File: src/rtl/wb_port_arbiter.sv
`default_nettype none
// ============================================================================
// Module   : wb_port_arbiter
// Purpose  : Shares the single register-file write port (GPR and FPR)
//            between the in-order pipeline writeback and a long-latency
//            execution unit. Pipeline writeback always wins. Long-latency
//            results wait in a small circular FIFO and drain into idle
//            writeback cycles. Pending destinations are reported to the
//            decode-stage hazard logic, and a bubble is requested while the
//            queue is full.
// Ports    : clk, reset                 - clock, async active-high reset
//            wb_we/wb_fp/wb_rw/wb_data  - pipeline writeback request
//            lu_valid/lu_fp/lu_rw/lu_data, lu_ready - long-latency handshake
//            Rs_ID, Rt_ID, pend_hit     - decode hazard lookup
//            drain_req                  - queue full, bubble request
//            reg_we, freg_we, Rw, BUS_W, FBUS_W - registered write port
// Revision : 1.0 - initial release
// ============================================================================
module wb_port_arbiter #(
    parameter int DATA_W = 32,
    parameter int ADDR_W = 5,
    parameter int DEPTH  = 2
) (
    input  logic              clk,
    input  logic              reset,
    input  logic              wb_we,
    input  logic              wb_fp,
    input  logic [ADDR_W-1:0] wb_rw,
    input  logic [DATA_W-1:0] wb_data,
    input  logic              lu_valid,
    input  logic              lu_fp,
    input  logic [ADDR_W-1:0] lu_rw,
    input  logic [DATA_W-1:0] lu_data,
    output logic              lu_ready,
    input  logic [ADDR_W-1:0] Rs_ID,
    input  logic [ADDR_W-1:0] Rt_ID,
    output logic              pend_hit,
    output logic              drain_req,
    output logic              reg_we,
    output logic              freg_we,
    output logic [ADDR_W-1:0] Rw,
    output logic [DATA_W-1:0] BUS_W,
    output logic [DATA_W-1:0] FBUS_W
);

    localparam int c_IDX_W = $clog2(DEPTH);
    localparam int c_PTR_W = c_IDX_W + 1;

    // Queue storage and pointers (low bits index, MSB is the wrap bit)
    logic              r_ent_fp   [DEPTH];
    logic [ADDR_W-1:0] r_ent_rw   [DEPTH];
    logic [DATA_W-1:0] r_ent_data [DEPTH];
    logic [c_PTR_W-1:0] r_wr_ptr;
    logic [c_PTR_W-1:0] r_rd_ptr;

    // Registered write port
    logic              r_reg_we;
    logic              r_freg_we;
    logic [ADDR_W-1:0] r_rw;
    logic [DATA_W-1:0] r_bus_w;
    logic [DATA_W-1:0] r_fbus_w;

    logic               w_full;
    logic               w_empty;
    logic [c_PTR_W-1:0] w_count;
    logic [c_IDX_W-1:0] w_wr_idx;
    logic [c_IDX_W-1:0] w_rd_idx;
    logic               w_push;
    logic               w_store;
    logic               w_pop;
    logic               w_push_hit;
    logic [DEPTH-1:0]   w_ent_valid;
    logic [DEPTH-1:0]   w_ent_hit;

    logic              w_sel_valid;
    logic              w_sel_fp;
    logic [ADDR_W-1:0] w_sel_rw;
    logic [DATA_W-1:0] w_sel_data;

    assign w_wr_idx = r_wr_ptr[c_IDX_W-1:0];
    assign w_rd_idx = r_rd_ptr[c_IDX_W-1:0];
    assign w_count  = r_wr_ptr - r_rd_ptr;
    assign w_empty  = (r_wr_ptr == r_rd_ptr);
    assign w_full   = (w_wr_idx == w_rd_idx) &&
                      (r_wr_ptr[c_PTR_W-1] != r_rd_ptr[c_PTR_W-1]);

    // Acceptance depends on registered occupancy only: a pop in the same
    // cycle never opens a slot for a push while full.
    assign lu_ready  = !w_full;
    assign drain_req = w_full;
    assign w_push    = lu_valid && lu_ready;
    // GPR r0 results complete the handshake but are never stored.
    assign w_store   = w_push && (lu_fp || (lu_rw != '0));
    // Pipeline writeback has priority; a freshly pushed entry is not
    // visible to the pop logic until the next cycle (no bypass).
    assign w_pop     = !wb_we && !w_empty;

    // Service selection
    always_comb begin
        w_sel_valid = 1'b0;
        w_sel_fp    = 1'b0;
        w_sel_rw    = '0;
        w_sel_data  = '0;
        if (wb_we) begin
            w_sel_valid = 1'b1;
            w_sel_fp    = wb_fp;
            w_sel_rw    = wb_rw;
            w_sel_data  = wb_data;
        end else if (w_pop) begin
            w_sel_valid = 1'b1;
            w_sel_fp    = r_ent_fp[w_rd_idx];
            w_sel_rw    = r_ent_rw[w_rd_idx];
            w_sel_data  = r_ent_data[w_rd_idx];
        end
    end

    // Queue storage and pointers
    always_ff @(posedge clk or posedge reset) begin
        if (reset) begin
            r_wr_ptr <= '0;
            r_rd_ptr <= '0;
            for (int i = 0; i < DEPTH; i++) begin
                r_ent_fp[i]   <= 1'b0;
                r_ent_rw[i]   <= '0;
                r_ent_data[i] <= '0;
            end
        end else begin
            if (w_store) begin
                r_ent_fp[w_wr_idx]   <= lu_fp;
                r_ent_rw[w_wr_idx]   <= lu_rw;
                r_ent_data[w_wr_idx] <= lu_data;
                r_wr_ptr             <= r_wr_ptr + 1'b1;
            end
            if (w_pop) begin
                r_rd_ptr <= r_rd_ptr + 1'b1;
            end
        end
    end

    // Write-port output register. Each data bus only changes when its own
    // file is the target, so the other file's bus holds its last value.
    always_ff @(posedge clk or posedge reset) begin
        if (reset) begin
            r_reg_we  <= 1'b0;
            r_freg_we <= 1'b0;
            r_rw      <= '0;
            r_bus_w   <= '0;
            r_fbus_w  <= '0;
        end else begin
            r_reg_we  <= w_sel_valid && !w_sel_fp && (w_sel_rw != '0);
            r_freg_we <= w_sel_valid && w_sel_fp;
            if (w_sel_valid) begin
                r_rw <= w_sel_rw;
                if (w_sel_fp) begin
                    r_fbus_w <= w_sel_data;
                end else begin
                    r_bus_w <= w_sel_data;
                end
            end
        end
    end

    // Hazard lookup: an entry is live when its distance from the read
    // pointer is below the occupancy count.
    for (genvar gi = 0; gi < DEPTH; gi++) begin : g_entry
        logic [c_IDX_W-1:0] w_off;
        assign w_off           = c_IDX_W'(gi) - w_rd_idx;
        assign w_ent_valid[gi] = ({1'b0, w_off} < w_count);
        assign w_ent_hit[gi]   = w_ent_valid[gi] &&
                                 (r_ent_fp[gi] || (r_ent_rw[gi] != '0)) &&
                                 ((r_ent_rw[gi] == Rs_ID) || (r_ent_rw[gi] == Rt_ID));
    end

    assign w_push_hit = w_push && (lu_fp || (lu_rw != '0)) &&
                        ((lu_rw == Rs_ID) || (lu_rw == Rt_ID));
    assign pend_hit   = w_push_hit || (|w_ent_hit);

    assign reg_we  = r_reg_we;
    assign freg_we = r_freg_we;
    assign Rw      = r_rw;
    assign BUS_W   = r_bus_w;
    assign FBUS_W  = r_fbus_w;

endmodule
`default_nettype wire

File: config.mk
export PLATFORM = sky130hd
export DESIGN_NAME = wb_port_arbiter
export DESIGN_NICKNAME = d
export VERILOG_FILES = /design/src/rtl/wb_port_arbiter.sv
export SDC_FILE = /design/constraint.sdc
export NUM_CORES = 1
export LEC_CHECK = 0
export ABC_AREA = 1
export BUFFER_PORTS_ARGS = -buffer_cell sky130_fd_sc_hd__buf_2
export CAP_MARGIN = 20
export CELL_PAD_IN_SITES_DETAIL_PLACEMENT = 1
export CELL_PAD_IN_SITES_GLOBAL_PLACEMENT = 2
export CORE_ASPECT_RATIO = 1.5
export CORE_MARGIN = 10
export CORE_UTILIZATION = 31
export DETAILED_ROUTE_END_ITERATION = 8
export GPL_TIMING_DRIVEN = 0
export HOLD_SLACK_MARGIN = 0.05
export PLACE_DENSITY_LB_ADDON = 0.12
export SLEW_MARGIN = 20
export SYNTH_ARGS = -nofsm -noshare
export SYNTH_HDL_FRONTEND = slang
export SYNTH_SLANG_ARGS = --single-unit
File: constraint.sdc
create_clock -name clk -period 5.58 [get_ports clk]
set_input_delay 0.279 -clock clk [delete_from_list [all_inputs] [get_ports clk]]
set_output_delay 0.279 -clock clk [all_outputs]
set_load 0.01 [all_outputs]
## Yosys cells after proc, flatten, opt, wreduce, memory -nomap -nowiden

Index checks and enable logic that the tools add are counted.

- Equality and inequality tests: 9
- Bitwise operators: 3
- Reduce and logical (&&, ||, !) cells: 31
- Add/sub/neg operators: 5
- $lt $le $gt $ge: 5
- Mux-type cells: 26

Operator list:

| kind | count |
|---|---|
| $mux W32 | 6 |
| $bwmux W64 | 1 |
| $demux W32 S1 | 1 |
| $eq A5 B5 Y1 | 6 |
| $mux W5 | 6 |
| $reduce_bool A5 Y1 | 4 |
| $logic_and A1 B1 Y1 | 13 |
| $bwmux W10 | 1 |
| $mux W1 | 8 |
| $logic_or A1 B1 Y1 | 7 |
| $demux W5 S1 | 1 |
| $add A2 B1 Y2 const B | 2 |
| $ge A2 B2 Y1 const B | 2 |
| $logic_not A1 Y1 | 4 |
| $lt A1 B2 Y1 | 2 |
| $not A1 Y2 | 2 |
| $reduce_and A2 Y1 | 2 |
| $bwmux W2 | 1 |
| $eq A2 B2 Y1 | 1 |
| $lt A2 B1 Y1 const B | 1 |
| $reduce_or A2 Y1 | 1 |
| $sub A1 B1 Y1 const A | 2 |
| $sub A2 B2 Y2 | 1 |
| $demux W1 S1 | 1 |
| other kinds (3) | 3 |

- Input port bits: 90
- Register bits: 151

## Longest topological paths before layout

Gate-level depths: netlist of run 1.

- Depth after elaboration: 9
- Mapped depth: 11

## Worst setup path after synthesis of run 1

OpenSTA, ideal clock, no wires.

- Path type: reg2reg
- From: reg r_wr_ptr[0]
- To: reg r_bus_w[15] (netlist: BUS_W[15])
- Path slack: 3.803 ns
- Setup time: 0.121 ns
- Arrival: 1.657 ns
- Cell stages (with the launch flop): 12
- Buffers on the path: 2
- Cell sequence: dfrtp_1 -> inv_1 -> ha_1 -> nand3_2 -> nand2_2 -> inv_2 -> nand2_4 -> nand2_2 -> buf_6 -> buf_6 -> o21ai_1 -> nand2_1

- Longest elaborated chain between the ends: 7

RTL lines:

| item | line | text |
|---|---|---|
| from (decl) | 53 | `logic [c_PTR_W-1:0] r_wr_ptr;` |
| from (signal assigned) | 132 | `r_wr_ptr <= r_wr_ptr + 1'b1;` |
| $eq A2 B2 Y1 * | 83 | `assign w_empty = (r_wr_ptr == r_rd_ptr);` |
| $logic_not A1 Y1 * | 96 | `assign w_pop = !wb_we && !w_empty;` |
| $logic_and A1 B1 Y1 * | 96 |  |
| $mux W1 | 109 | `end else if (w_pop) begin` |
| $mux W1 | 104 | `if (wb_we) begin` |
| $not A1 Y1 (no line) | -- |  |
| $reduce_and A2 Y1 (no line) | -- |  |
| to (signal assigned) | 157 | `r_bus_w <= w_sel_data;` |
| to (decl) | 60 | `logic [DATA_W-1:0] r_bus_w;` |

Every way passes the cells marked *; elsewhere a longest branch is shown, timed or not.
A chain may end at the register's enable or synchronous reset.

## Worst setup path after layout of run 1

- From: reg r_rd_ptr[0]
- To: out pend_hit

RTL lines:

| item | line | text |
|---|---|---|
| from (decl) | 54 | `logic [c_PTR_W-1:0] r_rd_ptr;` |
| from (signal assigned) | 135 | `r_rd_ptr <= r_rd_ptr + 1'b1;` |
| $sub A1 B1 Y1 | 167 | `assign w_off = c_IDX_W'(gi) - w_rd_idx;` |
| via g_entry[1].w_off | 166 | `logic [c_IDX_W-1:0] w_off;` |
| $lt A1 B2 Y1 | 168 | `assign w_ent_valid[gi] = ({1'b0, w_off} < w_count);` |
| $logic_and A1 B1 Y1 | 169 | `assign w_ent_hit[gi] = w_ent_valid[gi] &&` |
| $logic_and A1 B1 Y1 | 170 | `(r_ent_fp[gi] \|\| (r_ent_rw[gi] != '0)) &&` |
| $reduce_or A2 Y1 | 176 | `assign pend_hit = w_push_hit \|\| (\|w_ent_hit);` |
| $logic_or A1 B1 Y1 | 176 |  |
| to (decl) | 37 | `output logic pend_hit,` |

The timed path passes the listed nets, and every way through them passes these cells.

==> impl_summary.txt, run 1 <==
----------------------------------------------------
[Route]
  Overall routed net length ... 26,200 um
  Drt wl/cell ... 18.0 um
  Count of vias placed by the detailed router ... 6,543
  Met2 layer wire length in the routed design ... 14,300 um
  ANT nets after route ... 0
  Routed length on met1 ... 10,600 um
  Top Metal Used ... met4
  Vias/cell ... 4.50
  Count of unresolved DRC violations after routing ... 0
  Pre-antenna DRT Iters ... 5
  First-iteration detailed-routing DRC count ... 268
  Routed met3 length ... 869 um

[Place]
  Detail Placement HPWL ... 20,100 um
  Global placer's final weighted congestion ... 0.816
  Placement Setup Slack ... 3.19 ns
  Cell count after placement ... 1,413
  Number of buffers added on ports ... 163

[Timing]
  Maximum frequency from static timing analysis ... 360 MHz
  Final worst clock skew ... 0.00796 ns
  Tcrit/Tclk final ... 0.498
  Final worst setup slack ... 2.80 ns
  Number of failing hold endpoints at the final stage ... 0
  Worst Max-Slew Pin Slew ... 0.589 ns
  Worst rel slew slack ... 0.607
  Shortest period the worst path allows ... 2.78 ns
  Final hold slack ... 0.0610 ns
  RSZ-0062 raised after global routing ... no
  Setup-failing EPs final ... 0
  Count of pins over their slew limit ... 0

[Min path]
  Launch instance of the worst min-delay path ... lu_data[0]
  Hold/Removal Path Class ... input port to register
  Worst Hold Path Cells ... 3
  Endpoint of the worst hold path ... r_ent_data[0]

[Power]
  Sequential Power Share ... 0.342
  Cell Pwr Density ... 603 nW/um^2
  Part of the power in combinational logic ... 0.437
  Worst ir drop on vdd ... 0.000237 V
  Post-layout total power ... 5540 uW
  Internal power of the cells ... 3200 uW
  Sw power ... 2340 uW
  Switching part of the total power ... 0.423
  Leakage power ... 0.00504 uW
  Fraction of power consumed by the clock network ... 0.221

[Global routing]
  Via count of the first global-routing pass ... 7,307
  Largest net degree at the start of global routing ... 85
  GRT overflow ... 0
  Initial antenna violation count ... 2
  Overall track demand over capacity in global routing ... 0.178
  Wire length of the first global-routing pass ... 41,100 um

[Worst setup path]
  Setup crit end kind ... output port
  Ordered list of cells on the worst path ... clkbuf_1, buf_2, inv_1, ha_1, o21ai_0, inv_1, nand2_1, nand3_1, buf_2
  Worst-case reg-to-reg path depth ... 10
  Crit-path slowest cell ... sky130_fd_sc_hd__dfrtp_1
  Crit Path Class ... register to output port
  Worst flop-to-flop path startpoint ... r_wr_ptr[0]
  Category of the worst setup path launch point ... register
  Reg-to-Reg End ... FBUS_W[9]
  Critical Path RT ... 5.30 ns
  Maximum fanout count along the critical path ... 10
  Reg2reg setup slack ... 3.25 ns
  Maximum cell stage delay along the critical path ... 0.46 ns
  Data arrival time of the critical path ... 2.50 ns

[Finish]
  Syn-to-layout area delta ... 26.7%
  FF+latch area ... 3780 sq um
  Layout cell share with drive strength beyond 1 ... 0.209
  Fill cell count ... 2,903
  Area of the multi-input gates ... 2980 sq um
  Number of nets in the finished design ... 1,217
  Final core occ ... 0.399
  Non-filler instance count after layout ... 1,454

[Floorplanning]
  Rows ... 68
  Horizontal extent of the die ... 145 um
  Starting density of the core ... 0.315
  Die height ... 207 um
  Ports placed on the boundary ... 164
  Die area ... 30,000 sq um
  Core outline area ... 23,100 sq um

[Flow run]
  Total of max-cap violations ... 0

[Synth]
  Most instantiated flip-flop cell in the synthesis netlist ... sky130_fd_sc_hd__dfrtp_1
  Post-synth EDFFs ... 0
  Post-Synthesis Net Count ... 1,027
  Post-synth design cell area ... 7250 sq um
  Most repeated cell in the gate-level netlist after synthesis ... sky130_fd_sc_hd__nand2_1
  Yosys synthesis warning count ... 0
  Count of distinct cell types in the synthesized netlist ... 25
  Proportion of register bits with asynchronous set or reset after synthesis ... 1.00
  Mean instance size in the synthesized netlist ... 7.76 sq um
  Post-synthesis register bit count ... 151
  Register area share after synthesis ... 0.521
  Most used standard cells in the synthesized netlist ... sky130_fd_sc_hd__nand2_1, sky130_fd_sc_hd__dfrtp_1, sky130_fd_sc_hd__o21ai_0, sky130_fd_sc_hd__inv_1, sky130_fd_sc_hd__nand3_1
  Area leader, netlist ... sky130_fd_sc_hd__dfrtp_1
  Share of Yosys cell area claimed by the top area cell type ... 0.521
  Cells after Synth ... 934
  Leading post-synthesis cells by cell area ... sky130_fd_sc_hd__dfrtp_1, sky130_fd_sc_hd__nand2_1, sky130_fd_sc_hd__o21ai_0

[Clocking]
  Inserted Clock Buffers ... 17
  Maximum root-to-sink buffer count ... 2
  H-tree depth ... 4
  Clock transition at the registers of the reported paths ... 0.06 ns
  Clock tree from TritonCTS ... yes
  Clock latency at the later pin of the worst-skew pair ... 0.43 ns
  Master cell of the clock root buffer ... sky130_fd_sc_hd__clkbuf_16
  Number of clock sinks seen by CTS ... 151

[Status]
  Status ... finished clean

----------------------------------------------------
## stage by stage
step	area, sq um	TNS [ns]
floorplan	7250	0
global placement	8460	-156.55
detailed placement	8500	0
CTS	9190	0
global route	9190	0
finish	9190	0
## power groups by stage
stage | sequential [uW] | clock, uW | combinational, uW
floorplan | 1960 | 0 | 1440
CTS | 1900 | 1250 | 2510
global route | 1970 | 1300 | 2780
detailed placement | 1920 | 0 | 2490
finish | 1900 | 1220 | 2420
global placement | 1910 | 0 | 2440
## worst max-delay path by stage
stage / from / end / slack (ns) / depth (start not counted)
2_1_floorplan: reset / BUS_W[0] / 1.24 / 1
3_3_place_gp: reset / r_ent_data[3] / -1.05 / 2
3_5_place_dp: r_wr_ptr[0] / FBUS_W[9] / 3.19 / 10
4_1_cts: r_rd_ptr[0] / pend_hit / 2.75 / 9
5_1_grt: r_rd_ptr[0] / pend_hit / 2.60 / 9
6_report: r_rd_ptr[0] / pend_hit / 2.80 / 9
## registers in the layout, summed over array words and instances, names as in the netlist
register    flops
reg_we          1
r_ent_rw       10
BUS_W          32
FBUS_W         32
r_ent_fp        2
Rw              5
freg_we         1
r_wr_ptr        2
r_ent_data     64
r_rd_ptr        2
## timing repair
action / 4_1_cts / 5_1_grt
endpoints found under the hold margin: 73 / 0
setup buffers: 0 / 0
hold buffers: 7 / 0
gates resized for setup: 0 / 0
## logic make-up after synthesis
kind of cell / after synthesis / synth area share
simple gates: 523 / 0.287
flops: 151 / 0.521
compound gates: 117 / 0.0813
fa+ha+maj: 3 / 0.00518
xor+xnor: 30 / 0.0373
buf+inv: 110 / 0.0683
## worst max-delay path: cells and delay by family (launching register included)
kind	cells	cell delay, ns
adders and majority gates	1	0.19
DFF	1	0.46
and+or+nand+nor	2	0.14
buffers and inverters	5	1.07
AOI/OAI and AO/OA	1	0.19
## routing by layer
layer / vias up / GRT usage
met1: 3138 / 0.201
met2: 103 / 0.324
met4: 0 / 0.0572
li1: 3285 / -
met5: - / 0
met3: 17 / 0.0327
## layout make-up
class,count,share of cell area
Antenna cell,2,0.000545
Buffer,50,0.0294
Clock buffer,24,0.0546
Clock inverter,8,0.0128
Inverter,60,0.0253
Multi-Input combinational cell,673,0.324
Sequential cell,151,0.411
Tap cell,315,0.0429
Timing Repair Buffer,171,0.0994
## placed cells by master (no fill, tap or decap), drive strengths merged
master and count:
nand2 443, buf 193, dfrtp 151, o21ai 112, inv 60, nand3 49, clkbuf 45, nor2 28
xor2 23, dlygate4sd3 7, xnor2 7, a21oi 4, clkinv 4, ha 3, bufinv 3, diode 2
nand4 2, nor3 1, a31o 1, clkinvlp 1
(Power assumes the default switching activity.)
==> inputs of run 2 (changes only) <==
==> constraint.sdc (replaced) <==
create_clock -name clk -period 2.8 [get_ports clk]
set_input_delay 0.14 -clock clk [delete_from_list [all_inputs] [get_ports clk]]
set_output_delay 0.14 -clock clk [all_outputs]
set_load 0.01 [all_outputs]
==> impl_summary.txt, run 2 (synthesis results as in run 1) <==
----------------------------------------------------
[Status]
  Status ... finished clean

[Timing]
  Setup-failing EPs final ... 0
  Number of failing hold endpoints at the final stage ... 0
  Worst rel slew slack ... 0.601
  Final setup TNS ... 0 ns
  Shortest period the worst path allows ... 2.43 ns
  Maximum frequency from static timing analysis ... 411 MHz
  Count of pins over their slew limit ... 0
  Worst Max-Slew Pin Slew ... 0.598 ns
  Tcrit/Tclk final ... 0.869
  RSZ-0062 raised after global routing ... no
  Final worst clock skew ... 0.00792 ns

[Floorplanning]
  Rows ... 68
  Ports placed on the boundary ... 164
  Horizontal extent of the die ... 145 um
  Core outline area ... 23,100 sq um
  Die area ... 30,000 sq um
  Die height ... 207 um
  Starting density of the core ... 0.315

[Clocking]
  Number of clock sinks seen by CTS ... 151
  Master cell of the clock root buffer ... sky130_fd_sc_hd__clkbuf_16
  Clock tree from TritonCTS ... yes
  Clock latency at the later pin of the worst-skew pair ... 0.43 ns
  Maximum root-to-sink buffer count ... 2
  Clock transition at the registers of the reported paths ... 0.06 ns
  H-tree depth ... 4
  Inserted Clock Buffers ... 17

[Place]
  Global placer's final weighted congestion ... 0.780
  Detail Placement HPWL ... 20,400 um
  Number of buffers added on ports ... 163

[Route]
  First-iteration detailed-routing DRC count ... 269
  Vias/cell ... 4.50
  ANT nets after route ... 0
  Pre-antenna DRT Iters ... 4
  Drt wl/cell ... 17.8 um
  Overall routed net length ... 26,900 um
  Count of vias placed by the detailed router ... 6,802
  Count of unresolved DRC violations after routing ... 0

[Worst setup path]
  Worst flop-to-flop path startpoint ... r_wr_ptr[0]
  Data arrival time of the critical path ... 2.29 ns
  Worst-case reg-to-reg path depth ... 10
  Category of the worst setup path launch point ... register
  Reg2reg setup slack ... 0.45 ns
  Reg-to-Reg End ... FBUS_W[9]
  Critical Path RT ... 2.66 ns
  Crit Path Class ... register to output port
  Maximum fanout count along the critical path ... 10
  Setup crit end kind ... output port

[Global routing]
  GRT overflow ... 0
  Via count of the first global-routing pass ... 7,547
  Largest net degree at the start of global routing ... 32
  Overall track demand over capacity in global routing ... 0.183
  Initial antenna violation count ... 1
  Wire length of the first global-routing pass ... 42,400 um

[Power]
  Post-layout total power ... 11,000 uW
  Cell Pwr Density ... 1120 nW/um^2
  Worst ir drop on vdd ... 0.000568 V
  Leakage power ... 0.00528 uW

[Min path]
  Launch instance of the worst min-delay path ... wb_data[2]
  Hold/Removal Path Class ... input port to register
  Endpoint of the worst hold path ... FBUS_W[2]
  Worst Hold Path Cells ... 5

[Finish]
  Syn-to-layout area delta ... 34.9%
  Number of nets in the finished design ... 1,278
  Final core occ ... 0.424
  Leading cell types in the layout, fill and taps excluded ... sky130_fd_sc_hd__nand2_1, sky130_fd_sc_hd__buf_2, sky130_fd_sc_hd__dfrtp_1, sky130_fd_sc_hd__o21ai_0, sky130_fd_sc_hd__dlygate4sd3_1
  Layout cell share with drive strength beyond 1 ... 0.201
  Commonest non-fill, non-tap cell in the layout ... sky130_fd_sc_hd__nand2_1
  Reg with most FFs ... r_ent_data
  Number of flip-flops in the largest register ... 64

[Flow run]
  Total of max-cap violations ... 0

----------------------------------------------------
==> run 2: what timing repair did <==
item                                   4_1_cts  5_1_grt
hold buffers                                64        0
resized for setup                            0        2
setup endpoints to repair                    0        1
buffers inserted                             0        0
endpoints found under the hold margin      130        0
==> run 2: final cells by class <==
type / instances / area (sq um)
inverters: 60 / 229
flip-flops and latches: 151 / 3780
well taps: 315 / 394
multi-input cells: 673 / 2980
repair buffers: 232 / 1560
plain buffers: 50 / 272
clock inverters: 9 / 101
clock buffers: 22 / 464
diodes: 1 / 2.50
fillers: 2846 / 13300
==> run 2: per-stage QoR <==
step | setup WS, ns | hold slack [ns] | cell area [sq um] | cells
after global routing | 0.175 | 0.0664 | 9780 | 1513
after CTS | 0.107 | 0.0513 | 9780 | 1512
after floorplan | 0.757 | 0.250 | 7260 | 934
after detailed placement | 0.379 | 0.213 | 8570 | 1417
after global placement | -0.489 | 0.352 | 8470 | 1412
final | 0.366 | 0.0586 | 9780 | 1513
==> run 2: worst max-delay path by stage <==
stage | slack [ns] | from | to | depth (start not counted)
after global routing | 0.17 | r_rd_ptr[0] | pend_hit | 9
after floorplan | 0.76 | reset | BUS_W[0] | 1
after CTS | 0.11 | r_rd_ptr[0] | pend_hit | 9
final | 0.37 | r_rd_ptr[0] | pend_hit | 9
after detailed placement | 0.38 | r_wr_ptr[0] | FBUS_W[9] | 10
after global placement | -0.49 | reset | r_ent_data[3] | 2
==> run 2: critical path, cell delays in order, from the launching register on <==
cell and delay [ns]:
sky130_fd_sc_hd__dfrtp_1 0.46, sky130_fd_sc_hd__clkbuf_2 0.32, sky130_fd_sc_hd__buf_2 0.29, sky130_fd_sc_hd__inv_1 0.09, sky130_fd_sc_hd__ha_1 0.18, sky130_fd_sc_hd__o21ai_0 0.16
sky130_fd_sc_hd__inv_1 0.07, sky130_fd_sc_hd__nand2_1 0.06, sky130_fd_sc_hd__nand3_1 0.07, sky130_fd_sc_hd__buf_2 0.14
==> run 2: report_power, final <==
part           switching [uW]  leakage (uW)  internal [uW]
Clock                     930      0.000280           1350
Combinational            3220       0.00312           1710
Sequential                580       0.00189           3200
==> run 2: routing by layer <==
layer  wire (um)  track usage
met3         882       0.0295
met2       14500        0.331
met5           0            0
met1       11000        0.210
met4         503       0.0596
==> inputs of run 3 (changes only) <==
--- a/config.mk
+++ b/config.mk
@@ -15,7 +15,7 @@
 export CORE_UTILIZATION = 31
 export DETAILED_ROUTE_END_ITERATION = 8
 export GPL_TIMING_DRIVEN = 0
-export HOLD_SLACK_MARGIN = 0.05
+export HOLD_SLACK_MARGIN = 0.12
 export PLACE_DENSITY_LB_ADDON = 0.12
 export SLEW_MARGIN = 20
 export SYNTH_ARGS = -nofsm -noshare
==> impl_summary.txt, run 3 (synthesis results as in run 1) <==
----------------------------------------------------
[Floorplanning]
  Ports placed on the boundary ... 164
  Core outline area ... 23,100 sq um
  Die area ... 30,000 sq um
  Rows ... 68
  Starting density of the core ... 0.315
  Die height ... 207 um
  Horizontal extent of the die ... 145 um

[Global routing]
  Via count of the first global-routing pass ... 7,600
  Largest net degree at the start of global routing ... 32
  Initial antenna violation count ... 1
  GRT overflow ... 0
  Overall track demand over capacity in global routing ... 0.184
  Wire length of the first global-routing pass ... 42,600 um

[Finish]
  Layout cell share with drive strength beyond 1 ... 0.199
  Non-filler instance count after layout ... 1,526
  Leading cell types in the layout, fill and taps excluded ... sky130_fd_sc_hd__nand2_1, sky130_fd_sc_hd__buf_2, sky130_fd_sc_hd__dfrtp_1, sky130_fd_sc_hd__dlygate4sd3_1, sky130_fd_sc_hd__o21ai_0
  Commonest non-fill, non-tap cell in the layout ... sky130_fd_sc_hd__nand2_1
  Number of flip-flops in the largest register ... 64
  Syn-to-layout area delta ... 36.7%
  Number of nets in the finished design ... 1,291
  Reg with most FFs ... r_ent_data
  Final core occ ... 0.430
  Fill cell count ... 2,841

[Clocking]
  Number of clock sinks seen by CTS ... 151
  Clock latency at the later pin of the worst-skew pair ... 0.43 ns
  Clock tree from TritonCTS ... yes
  Clock transition at the registers of the reported paths ... 0.06 ns
  Setup bufs post-CTS ... 0
  H-tree depth ... 4
  Inserted Clock Buffers ... 17
  Master cell of the clock root buffer ... sky130_fd_sc_hd__clkbuf_16
  Maximum root-to-sink buffer count ... 2

[Timing]
  RSZ-0062 raised after global routing ... no
  Setup-failing EPs final ... 0
  Maximum frequency from static timing analysis ... 413 MHz
  Count of pins over their slew limit ... 0
  Final hold slack ... 0.171 ns
  Number of failing hold endpoints at the final stage ... 0
  Worst rel slew slack ... 0.600
  Final setup TNS ... 0 ns
  Tcrit/Tclk final ... 0.866
  Worst Max-Slew Pin Slew ... 0.600 ns
  Shortest period the worst path allows ... 2.42 ns
  Final worst clock skew ... 0.00784 ns

[Route]
  Drt wl/cell ... 17.7 um
  Count of vias placed by the detailed router ... 6,869
  ANT nets after route ... 0
  Overall routed net length ... 27,000 um
  First-iteration detailed-routing DRC count ... 267
  Pre-antenna DRT Iters ... 4
  Vias/cell ... 4.50
  Count of unresolved DRC violations after routing ... 0

[Flow run]
  Total of max-cap violations ... 0

[Worst setup path]
  Data arrival time of the critical path ... 2.28 ns
  Category of the worst setup path launch point ... register
  Setup crit end kind ... output port
  Critical Path RT ... 2.66 ns
  Maximum fanout count along the critical path ... 10
  Crit Path Class ... register to output port

[Place]
  Number of buffers added on ports ... 163
  Global placer's final weighted congestion ... 0.780
  Cell count after placement ... 1,417
  Detail Placement HPWL ... 20,400 um

[Power]
  Post-layout total power ... 11,000 uW
  Leakage power ... 0.00534 uW
  Cell Pwr Density ... 1110 nW/um^2
  Worst ir drop on vdd ... 0.000566 V

[Status]
  Status ... finished clean

[Min path]
  Hold/Removal Path Class ... input port to register

----------------------------------------------------
[run 3: worst paths after layout]
| check | depth (start not counted) | to | startpoint | slack (ns) |
|---|---|---|---|---|
| min | 4 | Rw[3] | wb_we | 0.17 |
| max | 9 | pend_hit | r_rd_ptr[0] | 0.38 |
| min reg2reg | 2 | BUS_W[21] | BUS_W[21] | 0.48 |
| min in group asynchronous | 3 | FBUS_W[27] | reset | 0.31 |
| max reg2reg | 10 | FBUS_W[9] | r_wr_ptr[0] | 0.45 |
| max in group asynchronous | 6 | r_ent_data[5] | reset | 1.56 |
[run 3: metrics by stage]
stage / cell area, sq um / setup WS (ns)
after floorplan: 7260 / 0.757
final: 9910 / 0.376
after CTS: 9910 / 0.107
after global routing: 9910 / 0.175
after global placement: 8470 / -0.489
after detailed placement: 8570 / 0.379
[run 3: report_power, final]
group | switching (uW) | leakage, uW | internal, uW
registers | 579 | 0.00189 | 3200
logic | 3220 | 0.00317 | 1730
clock network | 926 | 0.000280 | 1350
total | 4720 | 0.00534 | 6280
[run 3: critical path: stages (launching register included)]
cell	delay, ns
sky130_fd_sc_hd__dfrtp_1	0.46
sky130_fd_sc_hd__clkbuf_2	0.31
sky130_fd_sc_hd__buf_2	0.29
sky130_fd_sc_hd__inv_1	0.09
sky130_fd_sc_hd__ha_1	0.18
sky130_fd_sc_hd__o21ai_0	0.16
sky130_fd_sc_hd__inv_1	0.07
sky130_fd_sc_hd__nand2_1	0.06
sky130_fd_sc_hd__nand3_1	0.07
sky130_fd_sc_hd__buf_2	0.14
[run 3: layout make-up]
cell class              instances  area, sq um  share of cell area
diodes                          1         2.50            0.000252
plain buffers                  50          272              0.0274
clock buffers                  22          464              0.0468
clock inverters                 9          101              0.0102
inverters                      60          229              0.0231
multi-input cells             673         2980               0.300
flip-flops and latches        151         3780               0.381
well taps                     315          394              0.0398
repair buffers                245         1690               0.171
[run 3: metal layers]
| metal | global-route usage | up-vias | wire [um] |
|---|---|---|---|
| met3 | 0.0291 | 23 | 874 |
| met2 | 0.334 | 127 | 14600 |
| met4 | 0.0596 | 0 | 507 |
| met5 | 0 | - | 0 |
| li1 | - | 3428 | - |
| met1 | 0.211 | 3291 | 11000 |
[run 3: timing repair]
action | in CTS | in global routing
endpoints found under the setup margin | 0 | 1
hold buffers | 77 | 0
hold endpoints to repair | 163 | 0
resized for setup | 0 | 2
